--- src/rtl/id_handler_if.sv ---
// ----------------------------------------------------------------------------
// id_handler_if
// Bundles the switch/button inputs, the MatchedID / Logout handshake with the
// password handler and the status outputs of the player-ID front end.
//   master : the id_handler side (initiator of the MatchedID handshake)
//   slave  : the environment side (switches, debouncer, password handler)
// Signals:
//   Switches[3:0]            hex digit being entered
//   IDButton                 debounced button level, one digit per rising edge
//   Logout_from_PW           single-cycle logout pulse from the password handler
//   MatchedID                high while a matched player is held
//   PlayerAddress_to_PW[4:0] table address of the matched entry
//   isGuest_to_PW            matched entry is the guest account
//   IDError                  one-cycle pulse when no entry matches
//   DigitCount[2:0]          digits entered so far (0..4)
// ----------------------------------------------------------------------------
interface id_handler_if;
    logic [3:0] Switches;
    logic       IDButton;
    logic       Logout_from_PW;
    logic       MatchedID;
    logic [4:0] PlayerAddress_to_PW;
    logic       isGuest_to_PW;
    logic       IDError;
    logic [2:0] DigitCount;

    modport master (
        input  Switches,
        input  IDButton,
        input  Logout_from_PW,
        output MatchedID,
        output PlayerAddress_to_PW,
        output isGuest_to_PW,
        output IDError,
        output DigitCount
    );

    modport slave (
        output Switches,
        output IDButton,
        output Logout_from_PW,
        input  MatchedID,
        input  PlayerAddress_to_PW,
        input  isGuest_to_PW,
        input  IDError,
        input  DigitCount
    );
endinterface

--- src/rtl/id_handler.sv ---
// ----------------------------------------------------------------------------
// id_handler
// Player-ID front end of the login chain. Collects four hex digits from the
// switches (one per button rising edge, MSB first), scans a fixed player
// table one entry per cycle and either holds the matched address/guest flag
// until the password handler pulses logout, or pulses IDError on a miss.
// Ports:
//   clk   system clock, all state changes on the rising edge
//   rst   asynchronous active-low reset
//   bus   id_handler_if.master (switches, button, logout, status outputs)
// Parameters:
//   NUM_ENTRIES  table entries scanned (1..32)
//   GUEST_ADDR   table address of the guest account
// All outputs are registered.
// ----------------------------------------------------------------------------
module id_handler #(
    parameter int NUM_ENTRIES = 8,
    parameter int GUEST_ADDR  = 4
) (
    input  logic          clk,
    input  logic          rst,
    id_handler_if.master  bus
);

    typedef enum logic [1:0] {
        ST_ENTER   = 2'd0,
        ST_LOOKUP  = 2'd1,
        ST_MATCHED = 2'd2,
        ST_FAIL    = 2'd3
    } state_e;

    localparam logic [4:0] LAST_IDX  = 5'(NUM_ENTRIES - 1);
    localparam logic [4:0] GUEST_IDX = 5'(GUEST_ADDR);

    state_e      state_q, state_d;
    logic        btn_q;
    logic [15:0] id_q, id_d;
    logic [2:0]  cnt_q, cnt_d;
    logic [4:0]  scan_q, scan_d;
    logic        matched_q, matched_d;
    logic [4:0]  addr_q, addr_d;
    logic        guest_q, guest_d;
    logic        err_q, err_d;

    logic        press;
    logic        hit;

    // Fixed player table; unpopulated addresses read zero.
    function automatic logic [15:0] table_rd(input logic [4:0] a);
        logic [15:0] v;
        case (a)
            5'd0:    v = 16'h0101;
            5'd1:    v = 16'h1234;
            5'd2:    v = 16'hBEEF;
            5'd3:    v = 16'hCAFE;
            5'd4:    v = 16'hFFFF;
            5'd5:    v = 16'h0F0F;
            5'd6:    v = 16'hA5A5;
            5'd7:    v = 16'h7777;
            default: v = 16'h0000;
        endcase
        return v;
    endfunction

    assign press = bus.IDButton & ~btn_q;

    // Addresses 8 and up read zero but must never match, even an entered 0000.
    assign hit = (scan_q < 5'd8) && (id_q == table_rd(scan_q));

    always_ff @(posedge clk or negedge rst) begin
        if (!rst) begin
            state_q   <= ST_ENTER;
            btn_q     <= 1'b0;
            id_q      <= '0;
            cnt_q     <= '0;
            scan_q    <= '0;
            matched_q <= 1'b0;
            addr_q    <= '0;
            guest_q   <= 1'b0;
            err_q     <= 1'b0;
        end else begin
            state_q   <= state_d;
            btn_q     <= bus.IDButton;
            id_q      <= id_d;
            cnt_q     <= cnt_d;
            scan_q    <= scan_d;
            matched_q <= matched_d;
            addr_q    <= addr_d;
            guest_q   <= guest_d;
            err_q     <= err_d;
        end
    end

    always_comb begin
        state_d   = state_q;
        id_d      = id_q;
        cnt_d     = cnt_q;
        scan_d    = scan_q;
        matched_d = matched_q;
        addr_d    = addr_q;
        guest_d   = guest_q;
        err_d     = 1'b0;

        case (state_q)
            ST_ENTER: begin
                if (press) begin
                    id_d  = {id_q[11:0], bus.Switches};
                    cnt_d = cnt_q + 3'd1;
                    if (cnt_q == 3'd3) begin
                        state_d = ST_LOOKUP;
                        scan_d  = '0;
                    end
                end
            end

            ST_LOOKUP: begin
                if (hit) begin
                    state_d   = ST_MATCHED;
                    matched_d = 1'b1;
                    addr_d    = scan_q;
                    guest_d   = (scan_q == GUEST_IDX);
                end else if (scan_q == LAST_IDX) begin
                    // Error pulse and digit clear are registered on the way
                    // into FAIL so IDError is high exactly while in FAIL.
                    state_d = ST_FAIL;
                    err_d   = 1'b1;
                    id_d    = '0;
                    cnt_d   = '0;
                end else begin
                    scan_d = scan_q + 5'd1;
                end
            end

            ST_MATCHED: begin
                if (bus.Logout_from_PW) begin
                    state_d   = ST_ENTER;
                    matched_d = 1'b0;
                    addr_d    = '0;
                    guest_d   = 1'b0;
                    id_d      = '0;
                    cnt_d     = '0;
                    scan_d    = '0;
                end
            end

            ST_FAIL: begin
                state_d = ST_ENTER;
                id_d    = '0;
                cnt_d   = '0;
            end

            default: state_d = ST_ENTER;
        endcase
    end

    assign bus.MatchedID           = matched_q;
    assign bus.PlayerAddress_to_PW = addr_q;
    assign bus.isGuest_to_PW       = guest_q;
    assign bus.IDError             = err_q;
    assign bus.DigitCount          = cnt_q;

endmodule

--- src/flat_wrapper.sv ---
// flat-port wrapper written by rule: the top's interface ports become plain ports
module id_handler_flat 
#(
    parameter int NUM_ENTRIES = 8,
    parameter int GUEST_ADDR  = 4
)
  (clk, rst, bus_Switches, bus_IDButton, bus_Logout_from_PW, bus_MatchedID, bus_PlayerAddress_to_PW, bus_isGuest_to_PW, bus_IDError, bus_DigitCount);
  id_handler_if bus_i ();
  input  logic clk;
  input  logic rst;
  input wire logic [$bits(bus_i.Switches)-1:0] bus_Switches;
  input wire logic [$bits(bus_i.IDButton)-1:0] bus_IDButton;
  input wire logic [$bits(bus_i.Logout_from_PW)-1:0] bus_Logout_from_PW;
  output wire logic [$bits(bus_i.MatchedID)-1:0] bus_MatchedID;
  output wire logic [$bits(bus_i.PlayerAddress_to_PW)-1:0] bus_PlayerAddress_to_PW;
  output wire logic [$bits(bus_i.isGuest_to_PW)-1:0] bus_isGuest_to_PW;
  output wire logic [$bits(bus_i.IDError)-1:0] bus_IDError;
  output wire logic [$bits(bus_i.DigitCount)-1:0] bus_DigitCount;
  assign bus_i.Switches = bus_Switches;
  assign bus_i.IDButton = bus_IDButton;
  assign bus_i.Logout_from_PW = bus_Logout_from_PW;
  assign bus_MatchedID = bus_i.MatchedID;
  assign bus_PlayerAddress_to_PW = bus_i.PlayerAddress_to_PW;
  assign bus_isGuest_to_PW = bus_i.isGuest_to_PW;
  assign bus_IDError = bus_i.IDError;
  assign bus_DigitCount = bus_i.DigitCount;
  id_handler #(.NUM_ENTRIES(NUM_ENTRIES), .GUEST_ADDR(GUEST_ADDR)) u_core (.clk(clk), .rst(rst), .bus(bus_i));
endmodule
--- config.mk ---
export PLATFORM = sky130hd
export DESIGN_NAME = id_handler_flat
export DESIGN_NICKNAME = d
export VERILOG_FILES = /design/src/rtl/id_handler_if.sv /design/src/rtl/id_handler.sv /design/src/flat_wrapper.sv
export SDC_FILE = /design/constraint.sdc
export NUM_CORES = 1
export LEC_CHECK = 0
export BUFFER_PORTS_ARGS = -buffer_cell sky130_fd_sc_hd__buf_2
export CORE_AREA = 5 5 72 68
export CTS_CLUSTER_DIAMETER = 200
export CTS_CLUSTER_SIZE = 30
export DETAILED_ROUTE_END_ITERATION = 6
export DIE_AREA = 0 0 77 73
export GPL_TIMING_DRIVEN = 0
export PLACE_DENSITY = 0.78
export SYNTH_ARGS = -nofsm -noshare
export SYNTH_HDL_FRONTEND = slang
export SYNTH_SLANG_ARGS = --single-unit
export TNS_END_PERCENT = 100
--- constraint.sdc ---
create_clock -name clk -period 2.95 [get_ports clk]
set_input_delay 0.295 -clock clk [delete_from_list [all_inputs] [get_ports clk]]
set_output_delay 0.295 -clock clk [all_outputs]
set_load 0.02 [all_outputs]
# Word level (Yosys, flattened, before mapping)
# Memories as Yosys holds them, arrays and structs flattened.
# Index checks and enable logic that the tools add are counted.
# classes
n_mul	0
bitwise_logic	2
n_mux	33
magnitude_cmp	1
n_reduce_logical	9
n_addsub	2
eq_ne	15
div_mod_pow	0
shift	0
# op_table
op	n
2-to-1 mux 16 bit	5
case mux 16 bit (4 select lines)	1
2-to-1 mux 5 bit	6
== test 16 bit	1
case mux 5 bit (3 select lines)	1
2-to-1 mux 3 bit	4
case mux 3 bit (4 select lines)	1
== test 5 x 3 -> 1 bit (second input constant)	2
2-to-1 mux 2 bit	5
case mux 5 bit (2 select lines)	1
inequality test 2 x 1 -> 1 bit (second input constant)	4
case mux 2 bit (4 select lines)	1
AND reduction 4 bit	2
2-to-1 mux 1 bit	6
inequality test 2 bit (second input constant)	3
AND reduction 6 bit	1
adder 5 x 1 -> 5 bit (second input constant)	1
< comparator 5 x 4 -> 1 bit (second input constant)	1
== test 2 bit (second input constant)	2
logical NOT 2 bit	2
case mux 1 bit (2 select lines)	2
adder 3 x 1 -> 3 bit (second input constant)	1
== test 3 x 2 -> 1 bit (second input constant)	1
inequality test 3 x 1 -> 1 bit (second input constant)	1
7 further kinds	7
# totals
register_bits	35
mem_bits_ro	128
latchBits	0
n_memories	1
ramBits	0
# memory_table
name	words	width	read_ports	rd_clocked_by_memory_dff	wr	line_no	text
(name not given)	8	16	1	0	0	id_handler.sv:51	case (a)

# Depth between registers and ports, before layout
# depth
ltp_word	6
depth_mapped	9
mapped_depth_nobuf	8

# Worst setup path before layout
# No wires, ideal clock.
# synth_timing
path_kind	reg2reg
startpoint	reg u_core.scan_q[0]
endpoint	reg u_core.cnt_q[1], in the netlist u_core.bus.DigitCount[1]
n_path_buf	1
path_slack_ns	0.376
required_ns	2.794
t_arrival_ns	2.417
setup_time_ns	0.156
path_stages_with_launch	10
cell_sequence	dfrtp_1 inv_1 ha_1 a211o_1 or3_1 and3_1 and4bb_4 nand4_4 buf_6 a41oi_2
# synth_via
elab_chain_len	6
word_cells_on_any_way	9
classes_between	1 x order compare; 4 x eq/ne; 1 x mux; 2 x reduce/logical; 1 x memory
# synth_rtl
item	line_no	text
start: declaration	id_handler.sv:39	logic [4:0] scan_q, scan_d;
start signal: assignment	id_handler.sv:86	scan_q <= scan_d;
memory (8 x 16 bit)	n/a	
2-to-1 mux 16 bit	id_handler.sv:51	
== test 16 bit	id_handler.sv:68	assign hit = (scan_q < 5'd8) && (id_q == table_rd(scan_q));
logical AND 1 bit	id_handler.sv:68	
inequality test 2 bit (no source line)	n/a	
AND reduction 4 bit (no source line) *	n/a	
end signal: assignment	id_handler.sv:85	cnt_q <= cnt_d;
end: declaration	id_handler.sv:38	logic [2:0] cnt_q, cnt_d;
# Every way passes the cells marked *; elsewhere a longest branch is shown, timed or not.
# A chain may end at the register's enable or synchronous reset.

# Worst setup path in the final report
# layout_timing
startpoint	reg u_core.scan_q[0]
endpoint	reg u_core.id_q[10]
# layout_via
elab_chain_len	6
word_cells_on_any_way	9
classes_between	1 x order compare; 4 x eq/ne; 1 x mux; 2 x reduce/logical; 1 x memory
# layout_rtl
item	line_no	text
memory (8 x 16 bit)	n/a	
2-to-1 mux 16 bit	id_handler.sv:51	
== test 16 bit	id_handler.sv:68	
logical AND 1 bit	id_handler.sv:68	
inequality test 2 bit (no source line)	n/a	
AND reduction 4 bit (no source line) *	n/a	
end signal: assignment	id_handler.sv:84	id_q <= id_d;
end: declaration	id_handler.sv:37	logic [15:0] id_q, id_d;
# Marks and branches as above.

==> summary.md <==
| Metric | Value |
|---|---|
| Status | `finished, final reports clean` |
| FF-to-FF End | `u_core.id_q[10]` |
| P per Cell Area | `1050 nW/um^2` |
| GPL Wtd Cong | `0.866` |
| CTS root buffer | `clkbuf_8` |
| CTS tree | `yes` |
| Area share of the largest cell type after synthesis | `37.3%` |
| Worst-skew pair later-pin latency | `0.29 ns` |
| Slew Viols, Final | `0` |
| Post-synth top cells | `dfrtp_1 (35), nand2_1 (31), a21oi_1 (24)` |
| Worst hold path type | `input port to async pin` |
| DRT iter0 DRCs | `108` |
| Largest net degree at the start of global routing | `36` |
| Final wirelength | `5.64 mm` |
| Die ar. | `5620 um^2` |
| Overall Power | `2780 uW` |
| DRT antenna net count | `0` |
| Proportion of layout cells with a drive suffix above 1 | `20.9%` |
| CP max FO | `10` |
| Yosys Warn Count | `0` |
| Antenna cells | `0` |
| Fmax | `354 MHz` |
| # DRC | `0` |
| Worst path slowest cell | `dfrtp_2` |
| # IOs | `19` |
| Worst-Margin Slew | `0.762 ns` |
| Global-route wire length before repair | `10.1 mm` |
| Sequential-to-total area share from yosys stat | `37.3%` |
| CTS Sinks | `35` |
| WHS | `0.0687 ns` |
| Most frequent cell after synthesis | `dfrtp_1` |
| Fin. Hold Viols | `0` |
| Crit Path Class | `flip-flop to flip-flop` |
| Via density | `6.33` |
| Register bit total from synthesis | `35` |
| Via count | `2077` |
| Flop-to-flop setup slack | `0.12 ns` |
| M2 GR Usage | `34.5%` |
| Period utilization | `95.9%` |
| Final core occ | `63.1%` |
| Post-CTS setup buffers | `0` |
| Final net count | `293` |
| Met3 Use GR | `3.95%` |
| CTS Buffer Depth | `2` |
| Initial core utilization | `56.3%` |
| Multi-input gate area | `1350 um^2` |
| Gr ovfl total | `0` |
| Final setup viols | `0` |
| Post-Layout Inst Area | `2640 um^2` |
| Main synth FF type | `dfrtp_1` |
| Crit path cell chain | `inv_1 -> ha_1 -> a211o_1 -> or3_1 -> and3_1 -> and4bb_4 -> nand4_4 -> buf_6 -> a41oi_2` |
| Worst-case reg-to-reg path depth | `9` |
| Initial antenna violation count | `0` |
| Clock period minus worst slack | `2.83 ns` |
| Num CTS Buffers | `5` |
| Sequential Area | `878 um^2` |
| MaxCap Viol Count | `0` |
| Rows | `23` |
| Number of global-route vias before repair | `2087` |
| Worst path max stage delay | `0.48 ns` |
| Routed WL per cell | `17.2 um` |
| Yosys cell types | `52` |
| IO buf count | `18` |
| GR peak layer | `met2` |
| Met1 usage | `29.7%` |
| Kind of cell adding the most delay to the critical path | `simple AND/OR/NAND/NOR gates` |
| Mapped Avg Cell Area | `9.33 um^2` |
| Synth Instances | `252` |
| Startpoint types | `flip-flop` |
| Post-synth ARST share | `100%` |
| Die X-Extent | `77 um` |
| Clock skew | `0.00635 ns` |
| Worst vdd ir | `0.759 mV` |
| Post-DP HPWL | `4.04 mm` |
| All-layer global routing usage | `21.9%` |
| Core Footprint | `4170 um^2` |
| Height of the die | `73 um` |
| Req. time, crit path | `3.08 ns` |
| Leading area contributor after synthesis | `dfrtp_1` |
| Filler Cells Inserted | `336` |
| H-tree lvl count | `2` |
| EDFF count, synth | `0` |
| Reg2reg start | `u_core.scan_q[0]` |
| Synth top area cells | `dfrtp_1 (37%), a41oi_2 (6.2%), a21oi_1 (5.1%), nand2_1 (4.9%), ha_1 (4.3%)` |
| Worst setup EP type | `flip-flop` |
| Mapped Nets | `268` |
| Syn-to-layout area delta | `12.1%` |
| TritonRoute pass-1 iters | `4` |
| Buf/Inv on CP | `2` |
| Static Leak | `0.00113 uW` |
| Post-Syn Area | `2350 um^2` |
| Crit path launch | `u_core.scan_q[0]` |
| Clock transition at path regs | `0.07 ns` |
| Placement-stage cell area | `2500 um^2` |
| Pre-CTS setup slack | `0.0301 ns` |
| Final setup margin | `0.122 ns` |
| Crit path DAT | `2.96 ns` |
| Slew Limit Headroom | `49.2%` |
stage by stage:
stage / std cells / setup TNS [ns]
after floorplan: 252 / 0
after global placement: 320 / 0
after detailed placement: 320 / 0
after CTS: 328 / 0
after global routing: 328 / -0.0298
final: 328 / 0
state kept, by name (all words and copies together) (netlist names):
register / flops
u_core.scan_q: 5
u_core.bus.MatchedID: 1
u_core.bus.PlayerAddress_to_PW: 5
u_core.btn_q: 1
u_core.state_q: 2
u_core.bus.IDError: 1
u_core.bus.DigitCount: 3
u_core.bus.isGuest_to_PW: 1
u_core.id_q: 16
per-layer routing:
| metal | vias to the layer above | wire length, um |
|---|---|---|
| met4 | 0 | 184 |
| met5 | - | 0 |
| met3 | 20 | 328 |
| met1 | 990 | 2470 |
| met2 | 68 | 2650 |
| li1 | 999 | - |
placed cells by master, fill, tap and decap left out, types with 3 or more instances in the layout:
| cell type | instances |
|---|---|
| dfrtp_1 | 33 |
| nand2_1 | 31 |
| a21oi_1 | 24 |
| buf_2 | 22 |
| o21ai_0 | 16 |
| nor2_1 | 12 |
| a41oi_1 | 9 |
| a41oi_2 | 9 |
| inv_1 | 8 |
| clkbuf_1 | 8 |
| ha_1 | 8 |
| and3_1 | 7 |
| clkbuf_8 | 6 |
| nand3_1 | 5 |
| or3_1 | 5 |
| buf_6 | 4 |
| o21ai_1 | 4 |
| mux2i_1 | 4 |
| nor3_1 | 3 |
| xnor2_1 | 3 |
| a211o_1 | 3 |
| nor2b_1 | 3 |
| nand2b_1 | 3 |
| and2_1 | 3 |
| nand4_1 | 3 |
where the power goes:
group	total (uW)	internal [uW]	switching, uW
combinational	1450	614	832
clock	452	273	179
sequential	880	655	225
timing repair:
item / 4_1_cts / 5_1_grt
resized for setup: 0 / 4
endpoints found under the setup margin: 0 / 22
hold buffers: 0 / 0
worst max-delay path by stage:
stage,to,slack (ns),cells after the start
6_report,u_core.id_q[10],0.12,9
5_1_grt,u_core.bus.isGuest_to_PW,-0.03,8
4_1_cts,u_core.id_q[13],0.01,9
3_3_place_gp,u_core.id_q[14],0.06,9
2_1_floorplan,u_core.bus.DigitCount[1],0.38,9
3_5_place_dp,u_core.id_q[8],0.03,9
layout make-up:
| cell class | count | area share, % |
|---|---|---|
| multi-input combinational | 192 | 51.1 |
| sequential | 35 | 33.3 |
| buffer | 17 | 4.18 |
| timing repair buffer | 18 | 3.42 |
| clock buffer | 6 | 3.13 |
| tap | 50 | 2.37 |
| clock inverter | 2 | 1.33 |
| inverter | 8 | 1.14 |
logic make-up (layout without fill, tap and decap cells):
logic type      after synthesis  after routing  synth area share, %
mux                           4              4                 1.70
buf+inv                      25             51                 5.96
fa+ha+maj                     8              8                 4.26
xor+xnor                      4              4                 1.49
compound gates               84             84                 27.8
simple gates                 92             92                 21.6
flops                        35             35                 37.3
Power figures use the tool's default switching activity.
